[src/rtl/fifo_sync_param.sv]
// fifo_sync_param: single-clock parametrised FIFO with fill count, programmable
// almost-full/almost-empty thresholds, synchronous flush and sticky
// overflow/underflow flags.
// Build option: define FIFO_SYNC_FWFT_EN for first-word-fall-through reads.
// Without it, reads are registered with one cycle of latency and r_valid pulses.
module fifo_sync_param #(
  parameter int DATA_WIDTH = 8,
  parameter int ADDR_WIDTH = 3,
  parameter int AF_LEVEL   = 6,
  parameter int AE_LEVEL   = 2
) (
  input  logic                  clk,
  input  logic                  rstn,
  input  logic                  clr,
  input  logic                  w_en,
  input  logic [DATA_WIDTH-1:0] w_data,
  input  logic                  r_en,
  output logic [DATA_WIDTH-1:0] r_data,
  output logic                  r_valid,
  output logic                  full,
  output logic                  empty,
  output logic                  almost_full,
  output logic                  almost_empty,
  output logic [ADDR_WIDTH:0]   count,
  output logic                  overflow,
  output logic                  underflow
);

  localparam int                DEPTH    = 2 ** ADDR_WIDTH;
  localparam logic [ADDR_WIDTH:0] LP_DEPTH = (ADDR_WIDTH + 1)'(DEPTH);
  localparam logic [ADDR_WIDTH:0] LP_AF    = (ADDR_WIDTH + 1)'(AF_LEVEL);
  localparam logic [ADDR_WIDTH:0] LP_AE    = (ADDR_WIDTH + 1)'(AE_LEVEL);
  // almost_full as seen with zero words stored (reset / flush value)
  localparam logic              LP_AF_AT_ZERO = (AF_LEVEL == 0);

  logic [DATA_WIDTH-1:0] r_mem [DEPTH];

  // Pointers carry one extra wrap bit so that their difference is the fill count.
  logic [ADDR_WIDTH:0] r_wptr;
  logic [ADDR_WIDTH:0] r_rptr;
  logic                r_full;
  logic                r_empty;
  logic                r_af;
  logic                r_ae;
  logic                r_ovf;
  logic                r_udf;

  logic                w_rd_acc;
  logic                w_wr_acc;
  logic [ADDR_WIDTH:0] w_wptr_next;
  logic [ADDR_WIDTH:0] w_rptr_next;
  logic [ADDR_WIDTH:0] w_count_next;

  // A full FIFO still takes a write when a read frees a slot in the same cycle.
  assign w_rd_acc     = r_en & ~r_empty;
  assign w_wr_acc     = w_en & (~r_full | w_rd_acc);
  assign w_wptr_next  = r_wptr + {{ADDR_WIDTH{1'b0}}, w_wr_acc};
  assign w_rptr_next  = r_rptr + {{ADDR_WIDTH{1'b0}}, w_rd_acc};
  assign w_count_next = w_wptr_next - w_rptr_next;

  assign count        = r_wptr - r_rptr;
  assign full         = r_full;
  assign empty        = r_empty;
  assign almost_full  = r_af;
  assign almost_empty = r_ae;
  assign overflow     = r_ovf;
  assign underflow    = r_udf;

  // Pointer advance, registered status flags from the next count, sticky errors.
  always_ff @(posedge clk or negedge rstn) begin
    if (!rstn) begin
      r_wptr  <= '0;
      r_rptr  <= '0;
      r_full  <= 1'b0;
      r_empty <= 1'b1;
      r_af    <= LP_AF_AT_ZERO;
      r_ae    <= 1'b1;
      r_ovf   <= 1'b0;
      r_udf   <= 1'b0;
    end else if (clr) begin
      r_wptr  <= '0;
      r_rptr  <= '0;
      r_full  <= 1'b0;
      r_empty <= 1'b1;
      r_af    <= LP_AF_AT_ZERO;
      r_ae    <= 1'b1;
      r_ovf   <= 1'b0;
      r_udf   <= 1'b0;
    end else begin
      r_wptr  <= w_wptr_next;
      r_rptr  <= w_rptr_next;
      r_full  <= (w_count_next == LP_DEPTH);
      r_empty <= (w_count_next == '0);
      r_af    <= (w_count_next >= LP_AF);
      r_ae    <= (w_count_next <= LP_AE);
      r_ovf   <= r_ovf | (w_en & ~w_wr_acc);
      r_udf   <= r_udf | (r_en & ~w_rd_acc);
    end
  end

  // Storage write port; contents are never reset, a flush only moves pointers.
  always_ff @(posedge clk) begin
    if (w_wr_acc && !clr) begin
      r_mem[r_wptr[ADDR_WIDTH-1:0]] <= w_data;
    end
  end

`ifdef FIFO_SYNC_FWFT_EN
  // Head word is presented whenever the FIFO holds data; zero when empty.
  assign r_valid = ~r_empty;
  assign r_data  = r_empty ? '0 : r_mem[r_rptr[ADDR_WIDTH-1:0]];
`else
  logic [DATA_WIDTH-1:0] r_rdata;
  logic                  r_rvalid;

  assign r_data  = r_rdata;
  assign r_valid = r_rvalid;

  // Registered read: data lands one cycle after the accepted read and then holds.
  always_ff @(posedge clk or negedge rstn) begin
    if (!rstn) begin
      r_rdata  <= '0;
      r_rvalid <= 1'b0;
    end else if (clr) begin
      r_rvalid <= 1'b0;
    end else begin
      r_rvalid <= w_rd_acc;
      if (w_rd_acc) begin
        r_rdata <= r_mem[r_rptr[ADDR_WIDTH-1:0]];
      end
    end
  end
`endif

endmodule

[config.mk]
export PLATFORM = sky130hd
export DESIGN_NAME = fifo_sync_param
export DESIGN_NICKNAME = d
export VERILOG_FILES = /design/src/rtl/fifo_sync_param.sv
export SDC_FILE = /design/constraint.sdc
export NUM_CORES = 1
export LEC_CHECK = 0
export BUFFER_PORTS_ARGS = -buffer_cell sky130_fd_sc_hd__buf_2
export CORE_UTILIZATION = 45
export CTS_BUF_LIST = sky130_fd_sc_hd__clkbuf_4 sky130_fd_sc_hd__clkbuf_8 sky130_fd_sc_hd__clkbuf_16
export DETAILED_ROUTE_END_ITERATION = 10
export GPL_ROUTABILITY_DRIVEN = 0
export PLACE_DENSITY = 0.65
export SETUP_SLACK_MARGIN = 0.15
export SYNTH_ARGS = -nofsm -noshare
export SYNTH_HDL_FRONTEND = slang
export SYNTH_SLANG_ARGS = --single-unit
[constraint.sdc]
create_clock -name clk -period 2.75 [get_ports clk]
set_clock_uncertainty 0.1 [all_clocks]
set_input_delay 0.1375 -clock clk [delete_from_list [all_inputs] [get_ports clk]]
set_output_delay 0.1375 -clock clk [all_outputs]
set_load 0.01 [all_outputs]
Word level (Yosys, flattened, before mapping)
Memories as Yosys holds them, arrays and structs flattened. A register that Yosys moved wholly into a read port is not among the register bits.
Index checks and enable logic that the tools add are counted.

word-level totals
  flip-flop bits (word level) = 15
  bits in writable memories = 64
  input bits = 13
  output and inout port bits = 19
  word-level logic and storage cells = 45
  memories = 1

memory list
  memory  depth  width  rd ports  clocked after memory_dff  wr ports  line  text
  r_mem   8      8      1         1                         1         36    logic [DATA_WIDTH-1:0] r_mem [DEPTH];

operators by class
  add/sub/neg operators = 4
  $lt $le $gt $ge = 2
  equality and inequality tests = 1
  mux-type cells = 11
  bitwise gates (word level) = 12
  reduce and logical (&&, ||, !) cells = 5

operator list
  operator              count
  $mux W1               9
  $add A4 B1 Y4         2
  $mux W4               2
  $sub A4 B4 Y4         2
  $not A1 Y1            5
  $and A1 B1 Y1         4
  $eq A4 B4 Y1 const B  1
  $ge A4 B3 Y1 const B  1
  $le A4 B2 Y1 const B  1
  $logic_not A4 Y1      1
  $or A1 B1 Y1          3
  $logic_not A1 Y1      2
  $reduce_and A2 Y1     1
  $logic_and A1 B1 Y1   1

Longest topological paths before layout
Gate-level depths: netlist of run 1.

  depth in word-level cells = 8
  depth in mapped cells = 12
  depth with buffers taken out = 12

Worst setup path after synthesis of run 1
OpenSTA, ideal clock, no wires.

  path kind = register -> register
  from = register r_empty (netlist: empty)
  to = register r_empty (netlist: empty)
  library setup time = 0.062 ns
  arrival = 2.457 ns
  data required time = 2.588 ns
  path slack = 0.131 ns
  cell stages (with the launch flop) = 12
  buffers on the path = 0
  period minus slack after synthesis = 2.619 ns
  path through = dfstp_2 -> nand2b_1 -> inv_1 -> o21ai_0 -> inv_1 -> ha_1 -> ha_1 -> ha_1 -> a21o_1 -> a21oi_1 -> xnor2_1 -> a41o_1

on the way
  longest elaborated chain between the ends = 8
  elaborated cells between the ends (all ways) = 9
  those cells by class = add/sub: 3; mux: 1; bitwise: 4; reduce/logical: 1

ends and longest elaborated chain
  what                    line  text
  start, declared         42    logic r_empty;
  start signal, assigned  93    r_empty <= (w_count_next == '0);
  $not A1 Y1 *            55    assign w_rd_acc = r_en & ~r_empty;
  $and A1 B1 Y1 *         55
  $or A1 B1 Y1            56    assign w_wr_acc = w_en & (~r_full | w_rd_acc);
  $and A1 B1 Y1           56
  $add A4 B1 Y4           57    assign w_wptr_next = r_wptr + {{ADDR_WIDTH{1'b0}}, w_wr_acc};
  $sub A4 B4 Y4 *         59    assign w_count_next = w_wptr_next - w_rptr_next;
  $logic_not A4 Y1 *      93
  $mux W1 *               80    end else if (clr) begin

Every way passes the cells marked *; elsewhere a longest branch is shown, timed or not.

Worst setup path after layout of run 1
Ends and elaborated chain as after synthesis.

==> results.txt, run 1 <==
----------------------------------------------------
[Critical path]
  CP required ... 2.93 ns
  Crit Path Class ... register to register
  Nature of the critical path endpoint ... register
  Worst setup path startpoint ... empty$_DFF_PN1_
  CP Launch Type ... register
  Worst R2R End ... empty$_DFF_PN1_
  Crit-path max cell delay ... 0.54 ns
  Crit-path cells ... nand2b_4 -> inv_2 -> o21ai_4 -> inv_2 -> ha_4 -> ha_4 -> ha_1 -> a21o_1 -> a21oi_2 -> xnor2_2 -> a41o_1
  Kind of cell with the highest combined delay on the critical path ... compound AO/OA/AOI/OAI gates
  R2R Path Start ... empty$_DFF_PN1_
  Cell with the biggest individual delay on the critical path ... sky130_fd_sc_hd__dfstp_2
  Worst setup path endpoint ... empty$_DFF_PN1_
  Worst reg2reg setup slack ... 0.26 ns
  Combined buffer and inverter count along the critical path ... 2
  Worst Path Max Fanout ... 4
  Crit path DAT ... 2.67 ns
  Register-to-Register Path Depth ... 11
  Crit. path cell count ... 11

[GRT]
  Total grt overflow ... 0
  Vias in the first global route ... 2,120
  Maximum number of pins on one net before global-route repair ... 35
  Antenna violations before repair ... 0
  First-pass GRT wire length ... 11.4 mm
  Aggregate global-route resource usage ... 18.3%

[Finish]
  Synthesis-to-finish area growth ... 19.1%
  Final std cells w/o fill ... 414
  Diode count ... 0
  Net count, final ... 332
  Share of final-layout standard cells stronger than drive strength 1 ... 26.0%
  Fillers ... 657

[Synthesis]
  Number of storage elements in the synthesis netlist ... 87
  Multiplexer share of the synthesized area ... 8.75%
  Xor/xnor cell area share of the yosys netlist ... 2.80%
  Dominant combinational cell family by area after synthesis ... multiplexers
  Ys flop type ... sky130_fd_sc_hd__edfxtp_1
  Share of flip-flops with an asynchronous set or reset after synthesis ... 26.4%
  Number of warnings issued by yosys ... 0
  Count of unique library cells instantiated by Yosys ... 32
  Area share of fa/ha/maj cells after synthesis ... 4.51%
  Post-synth EDFFs ... 64
  Net count of the mapped netlist ... 276
  Post-synthesis sequential area ratio ... 68.3%
  Mapped Area ... 0.00366 mm²
  Simple-gate area share of the yosys netlist ... 7.69%
  Synthesized-area fraction occupied by ao, oa, aoi and oai cells ... 5.06%
  Avg Cell Area, Syn ... 14.6 µm²
  Post-synthesis cell count ... 251

[Power]
  Static power due to leakage ... 1.64 nW
  Peak supply drop ... 0.345 mV
  Pwr dens ... 739 mW/mm²
  Overall power ... 3.22 mW

[Route]
  Antenna violation net count after detailed routing ... 0
  Total via count after detailed routing ... 2,174
  Number of detailed-routing iterations run before antenna repair ... 5
  Wire length reported by the detailed router ... 7.19 mm
  Iteration-0 DRC count of the detailed router ... 138
  Residual DRC count ... 0
  Average wire per standard cell ... 17.4 µm
  Via count normalized by instance count ... 5.25

[Clocking]
  Number of levels in the clock H-tree ... 3
  Sink count of the clock tree ... 87
  Insertion delay to the later sink of the worst-skew pair ... 0.34 ns
  CTS Buffer Depth ... 2
  Register clock-pin slew on the reported worst setup and hold paths ... 0.08 ns
  Master cell of the clock root buffer ... sky130_fd_sc_hd__clkbuf_8
  Number of CTS-inserted buffers ... 9
  Clock tree from TritonCTS ... built

[Floorplanning]
  Die extent in y ... 92.2 µm
  Top Ports ... 32
  Placeable core area ... 0.00781 mm²
  Number of core rows ... 32
  Initial core utilization ... 46.9%
  Total Die Area ... 0.00850 mm²
  Chip Width ... 92.2 µm

[Hold path]
  Type of the tightest min-delay check ... input pin to register

[Timing]
  Maximum achievable frequency ... 402 MHz
  Worst slew pin tran ... 0.786 ns
  Final worst path period need ... 2.49 ns
  Number of hold violations in the final report ... 0
  Total negative slack ... 0 ns
  Final setup vio count ... 0
  Final slew viol count ... 0
  Final period util ... 90.5%
  Unrepaired setup endpoints after global routing ... no
  Worst slew margin relative to its limit ... 47.4%

[Status]
  Run status ... complete, no violations

[Placement]
  IO buf count ... 31
  Placed insts ... 385
  HPWL after detailed placement ... 4.47 mm

[Job]
  Max-Cap Viols ... 0

----------------------------------------------------
-- where the power goes --
| part | internal, mW | total (mW) | switching (mW) |
|---|---|---|---|
| clock network | 0.345 | 0.798 | 0.453 |
| registers | 1.54 | 1.61 | 0.0685 |
| logic | 0.369 | 0.811 | 0.442 |
| total | 2.26 | 3.22 | 0.963 |
-- per-stage QoR --
step | setup slack (ns) | cell area, µm² | util [%] | hold slack (ns)
CTS | 0.174 | 4290 | 55.0 | 0.0379
detailed placement | 0.0398 | 3970 | 50.8 | 0.0399
floorplan | 0.175 | 3660 | - | -0.258
finish | 0.260 | 4360 | 55.8 | 0.0684
global placement | 0.0940 | 3970 | 50.8 | 0.0362
global route | 0.146 | 4360 | 55.8 | 0.0799
-- cells in the mapped netlist, types with 2 or more instances --
cell,n,area (µm²)
sky130_fd_sc_hd__edfxtp_1,64,1920
sky130_fd_sc_hd__mux2i_1,32,320
sky130_fd_sc_hd__dfrtp_1,21,526
sky130_fd_sc_hd__nand2_1,20,75.1
sky130_fd_sc_hd__a22oi_1,16,120
sky130_fd_sc_hd__nor2_1,16,60.1
sky130_fd_sc_hd__inv_1,14,52.6
sky130_fd_sc_hd__ha_1,10,125
sky130_fd_sc_hd__nand3_1,9,45.0
sky130_fd_sc_hd__xnor2_1,6,52.6
sky130_fd_sc_hd__nand2b_1,5,31.3
sky130_fd_sc_hd__a21oi_1,4,20.0
sky130_fd_sc_hd__buf_2,4,20.0
sky130_fd_sc_hd__nor2b_1,3,18.8
sky130_fd_sc_hd__nor3_1,3,15.0
sky130_fd_sc_hd__a21o_1,2,15.0
sky130_fd_sc_hd__clkbuf_1,2,7.51
sky130_fd_sc_hd__dfstp_2,2,52.6
sky130_fd_sc_hd__fa_1,2,40.0
sky130_fd_sc_hd__nand3_2,2,20.0
sky130_fd_sc_hd__xor2_1,2,17.5
sky130_fd_sc_hd__xor2_2,2,32.5
-- layout make-up --
type	instances	area, µm²	area share (%)
clock buffer	10	131	3.01
clock inverter	6	43.8	1.00
multi-input combinational	140	1140	26.1
sequential	87	2500	57.4
tap	102	128	2.93
inverter	15	56.3	1.29
timing repair buffer	54	359	8.24
-- routing by layer --
metal  up-vias  track usage [%]  part of all wire (%)
met3         7             3.98                   5.6
li1       1019                -                     -
met5         -                0                     0
met4         0             6.25                   1.0
met2        53             28.9                    48
met1      1095             25.1                    45
-- placed cells by master, fill, tap and decap left out, drive strengths merged, types with 2 or more instances in the layout --
master,netlist,layout
dfrtp,21,21
nand3,11,11
clkinv,1,3
nand2,20,20
dfstp,2,2
clkbuf,2,10
fa,2,2
inv,14,17
nor2b,3,3
a21oi,4,4
a21o,2,2
nor3,3,3
buf,7,43
xnor2,6,6
a22oi,16,16
edfxtp,64,64
xor2,4,4
dlygate4sd3,0,11
nand2b,5,5
mux2i,32,32
ha,10,10
nor2,16,16
-- sequential cells by signal, summed over array words and instances, names as in the netlist, 4 cells and up --
signal	count
r_wptr	4
r_mem	64
r_rptr	4
r_data	8
-- how the worst min path moves through the flow --
stage                                       end  from  slack (ns)  cells past startpoint
after floorplan           almost_full$_DFF_PN0_  rstn       -0.26                      0
after global placement      r_wptr[1]$_DFF_PN0_  rstn        0.04                      1
after detailed placement    r_wptr[2]$_DFF_PN0_  rstn        0.04                      1
after CTS                   underflow$_DFF_PN0_   clr        0.04                      2
after global routing        underflow$_DFF_PN0_   clr        0.08                      2
final                       underflow$_DFF_PN0_   clr        0.07                      2
-- kinds of logic (layout without fill, tap and decap cells) --
group	count (synthesis)	in the layout
AO/OA/AOI/OAI	26	26
XOR/XNOR	10	10
adder cells (fa/ha/maj)	12	12
buffers and inverters	24	85
flip-flops	87	87
multiplexers	32	32
AND/OR/NAND/NOR	60	60
-- what timing repair did --
action | 4_1_cts | 5_1_grt
setup endpoints to repair | 4 | 5
hold buffers | 11 | 0
buffers inserted | 0 | 2
pin swaps | 1 | 6
gates resized for setup | 5 | 10
hold endpoints to repair | 87 | 0
(Power assumes the default switching activity.)
==> run 2, diff against run 1 <==
--- a/config.mk
+++ b/config.mk
@@ -6,11 +6,11 @@
 export NUM_CORES = 1
 export LEC_CHECK = 0
 export BUFFER_PORTS_ARGS = -buffer_cell sky130_fd_sc_hd__buf_2
-export CORE_UTILIZATION = 45
+export CORE_UTILIZATION = 53
 export CTS_BUF_LIST = sky130_fd_sc_hd__clkbuf_4 sky130_fd_sc_hd__clkbuf_8 sky130_fd_sc_hd__clkbuf_16
 export DETAILED_ROUTE_END_ITERATION = 10
 export GPL_ROUTABILITY_DRIVEN = 0
-export PLACE_DENSITY = 0.65
+export PLACE_DENSITY = 0.75
 export SETUP_SLACK_MARGIN = 0.15
 export SYNTH_ARGS = -nofsm -noshare
 export SYNTH_HDL_FRONTEND = slang
==> run 2 against run 1 <==
Effect of this change:
- first-iteration DRC count grew 13%
- cell area shrank 0.43%
- critical path depth is the same
- register-to-register slack lost 0.04 ns
- non-clock buffer count shrank 2
- via count shrank 0.41%
- largest cell class unchanged
- largest power group unchanged
==> results.txt, run 2 (synthesis results as in run 1) <==
----------------------------------------------------
[Floorplanning]
  Initial core utilization ... 56.4% (+9.5 points)
  Chip Width ... 85.1 µm (-7.7%)
  Die extent in y ... 85.1 µm (-7.7%)
  Placeable core area ... 0.00649 mm² (-17%)
  Top Ports ... 32 (unchanged)
  Total Die Area ... 0.00724 mm² (-15%)
  Number of core rows ... 29 (-9.4%)

[Route]
  Antenna violation net count after detailed routing ... 0 (unchanged)
  Via count normalized by instance count ... 5.59 (+6.5%)
  Average wire per standard cell ... 17.7 µm (+1.8%)
  Residual DRC count ... 0 (unchanged)
  Number of detailed-routing iterations run before antenna repair ... 5 (unchanged)
  Wire length reported by the detailed router ... 6.84 mm (-4.8%)
  Total via count after detailed routing ... 2,165 (-0.41%)
  Iteration-0 DRC count of the detailed router ... 156 (+13%)

[Clocking]
  Clock tree from TritonCTS ... built
  Master cell of the clock root buffer ... sky130_fd_sc_hd__clkbuf_8
  Register clock-pin slew on the reported worst setup and hold paths ... 0.08 ns (about the same)
  Insertion delay to the later sink of the worst-skew pair ... 0.35 ns (about the same)
  Sink count of the clock tree ... 87 (unchanged)
  CTS Buffer Depth ... 2 (unchanged)
  Number of levels in the clock H-tree ... 3 (unchanged)
  Number of CTS-inserted buffers ... 9 (unchanged)

[Timing]
  Final worst path period need ... 2.53 ns (+0.0430 ns)
  Unrepaired setup endpoints after global routing ... no
  Post-route worst setup slack ... 0.217 ns (-0.0430 ns)
  Worst slew margin relative to its limit ... 50.9% (+3.5 points)
  Total negative slack ... 0 ns (unchanged)
  Number of hold violations in the final report ... 0 (unchanged)
  Worst slew pin tran ... 0.733 ns (-0.0528 ns)
  Final period util ... 92.1% (+1.6 points)
  Maximum achievable frequency ... 395 MHz (-1.7%)
  Final setup vio count ... 0 (unchanged)
  Final slew viol count ... 0 (unchanged)

[Critical path]
  Cell with the biggest individual delay on the critical path ... sky130_fd_sc_hd__dfstp_2
  Crit Path Class ... register to register
  Kind of cell with the highest combined delay on the critical path ... adder cells
  Crit-path max cell delay ... 0.55 ns (about the same)
  CP Launch Type ... register
  CP required ... 2.94 ns (about the same)
  Combined buffer and inverter count along the critical path ... 2 (unchanged)
  Worst Path Max Fanout ... 4 (unchanged)
  Nature of the critical path endpoint ... register
  Crit path DAT ... 2.72 ns (+0.05 ns)
  Worst reg2reg setup slack ... 0.22 ns (-0.04 ns)
  Crit-path cells ... nand2b_4 -> inv_2 -> o21ai_4 -> inv_2 -> ha_4 -> ha_4 -> xor2_1 -> ha_1 -> a21oi_2 -> xnor2_2 -> a41o_1

[GRT]
  Global routing met1 resource utilization ... 28.1% (+3.1 points)
  Total grt overflow ... 0 (unchanged)
  Vias in the first global route ... 2,131 (+0.52%)
  M2 GR Usage ... 33.3% (+4.4 points)
  M3 GR Usage ... 3.50% (-0.48 points)
  Maximum number of pins on one net before global-route repair ... 36 (+2.9%)
  First-pass GRT wire length ... 10.8 mm (-5.0%)
  Aggregate global-route resource usage ... 20.8% (+2.5 points)
  GRT Max-Usage Layer ... met2
  Antenna violations before repair ... 0 (unchanged)

[Finish]
  Commonest non-fill, non-tap cell in the layout ... sky130_fd_sc_hd__edfxtp_1
  Commonest non-fill, non-tap cells in the layout ... sky130_fd_sc_hd__edfxtp_1 (64), sky130_fd_sc_hd__mux2i_1 (32), sky130_fd_sc_hd__buf_2 (31)
  Largest register FFs ... 64 (unchanged)
  Share of final-layout standard cells stronger than drive strength 1 ... 24.8% (-1.1 points)
  Diode count ... 0 (unchanged)
  Net count, final ... 330 (-0.60%)
  Synthesis-to-finish area growth ... 18.6%

[Job]
  Max-Cap Viols ... 0 (unchanged)

[Placement]
  HPWL after detailed placement ... 4.26 mm (-4.9%)
  Setup slack at placement ... 0.00493 ns (-0.0348 ns)
  IO buf count ... 31 (unchanged)

[Power]
  Pwr dens ... 781 mW/mm² (+5.7%)
  Static power due to leakage ... 1.65 nW (+0.60%)
  Peak supply drop ... 0.513 mV (+49%)

[Status]
  Run status ... complete, no violations

[Hold path]
  Type of the tightest min-delay check ... input pin to register

----------------------------------------------------
[run 2: cell types whose count changed in the layout (fill, tap and decap cells not counted), sizes merged]
cell	before	now
buf	43	41
clkinv	3	4
clkinvlp	1	0
clkbuf	10	9
inv	17	16
bufinv	0	2
[run 2: path summary, 6_finish.rpt]
check,start,end,cells after the start
max in group asynchronous,rstn,r_rptr[1]$_DFF_PN0_,2
setup reg to reg,empty$_DFF_PN1_,empty$_DFF_PN1_,11
setup / recovery,empty$_DFF_PN1_,empty$_DFF_PN1_,11
hold reg to reg,r_data[3]$_DFFE_PN0P_,r_data[3]$_DFFE_PN0P_,2
min in group asynchronous,rstn,r_data[1]$_DFFE_PN0P_,2
hold / removal,clr,underflow$_DFF_PN0_,2
[run 2: layout make-up]
cell class                      instances  area [µm²]
Clock buffer                            9         124
Clock inverter                          7        93.8
Fill cell                             471        2150
Inverter                               15        56.3
Multi-Input combinational cell        140        1120
Sequential cell                        87        2500
Tap cell                               77        96.3
Timing Repair Buffer                   52         344
[run 2: through the flow]
step                      utilization [%]  instances  hold slack, ns  area (µm²)  total power, mW
after floorplan                         -        251          -0.258        3660             2.10
after detailed placement             60.5        359          0.0335        3930             2.36
after CTS                            66.2        386          0.0384        4300             3.35
final                                66.8        387          0.0493        4340             3.39
after global routing                 66.8        387          0.0620        4340             3.57
after global placement               60.5        359          0.0254        3930             2.33
[run 2: what timing repair did]
| action | in CTS | in global routing |
|---|---|---|
| pin swaps | 3 | 8 |
| endpoints found under the setup margin | 4 | 5 |
| resized for setup | 6 | 9 |
| hold buffers | 11 | 0 |
| gates cloned | 0 | 0 |
| setup buffers | 0 | 1 |
| endpoints found under the hold margin | 89 | 0 |
[run 2: metal layers]
metal  wire, µm  up-vias  share of wire (%)
met2       3320       68                 49
met5          0        -                  0
met1       3050     1068                 45
met3        330       11                4.8
met4        134        0                2.0
li1           -     1018                  -
[run 2: power breakdown]
| group | switching [mW] | internal, mW |
|---|---|---|
| combinational | 0.458 | 0.358 |
| clock | 0.452 | 0.513 |
| sequential | 0.0646 | 1.54 |
| total | 0.974 | 2.41 |
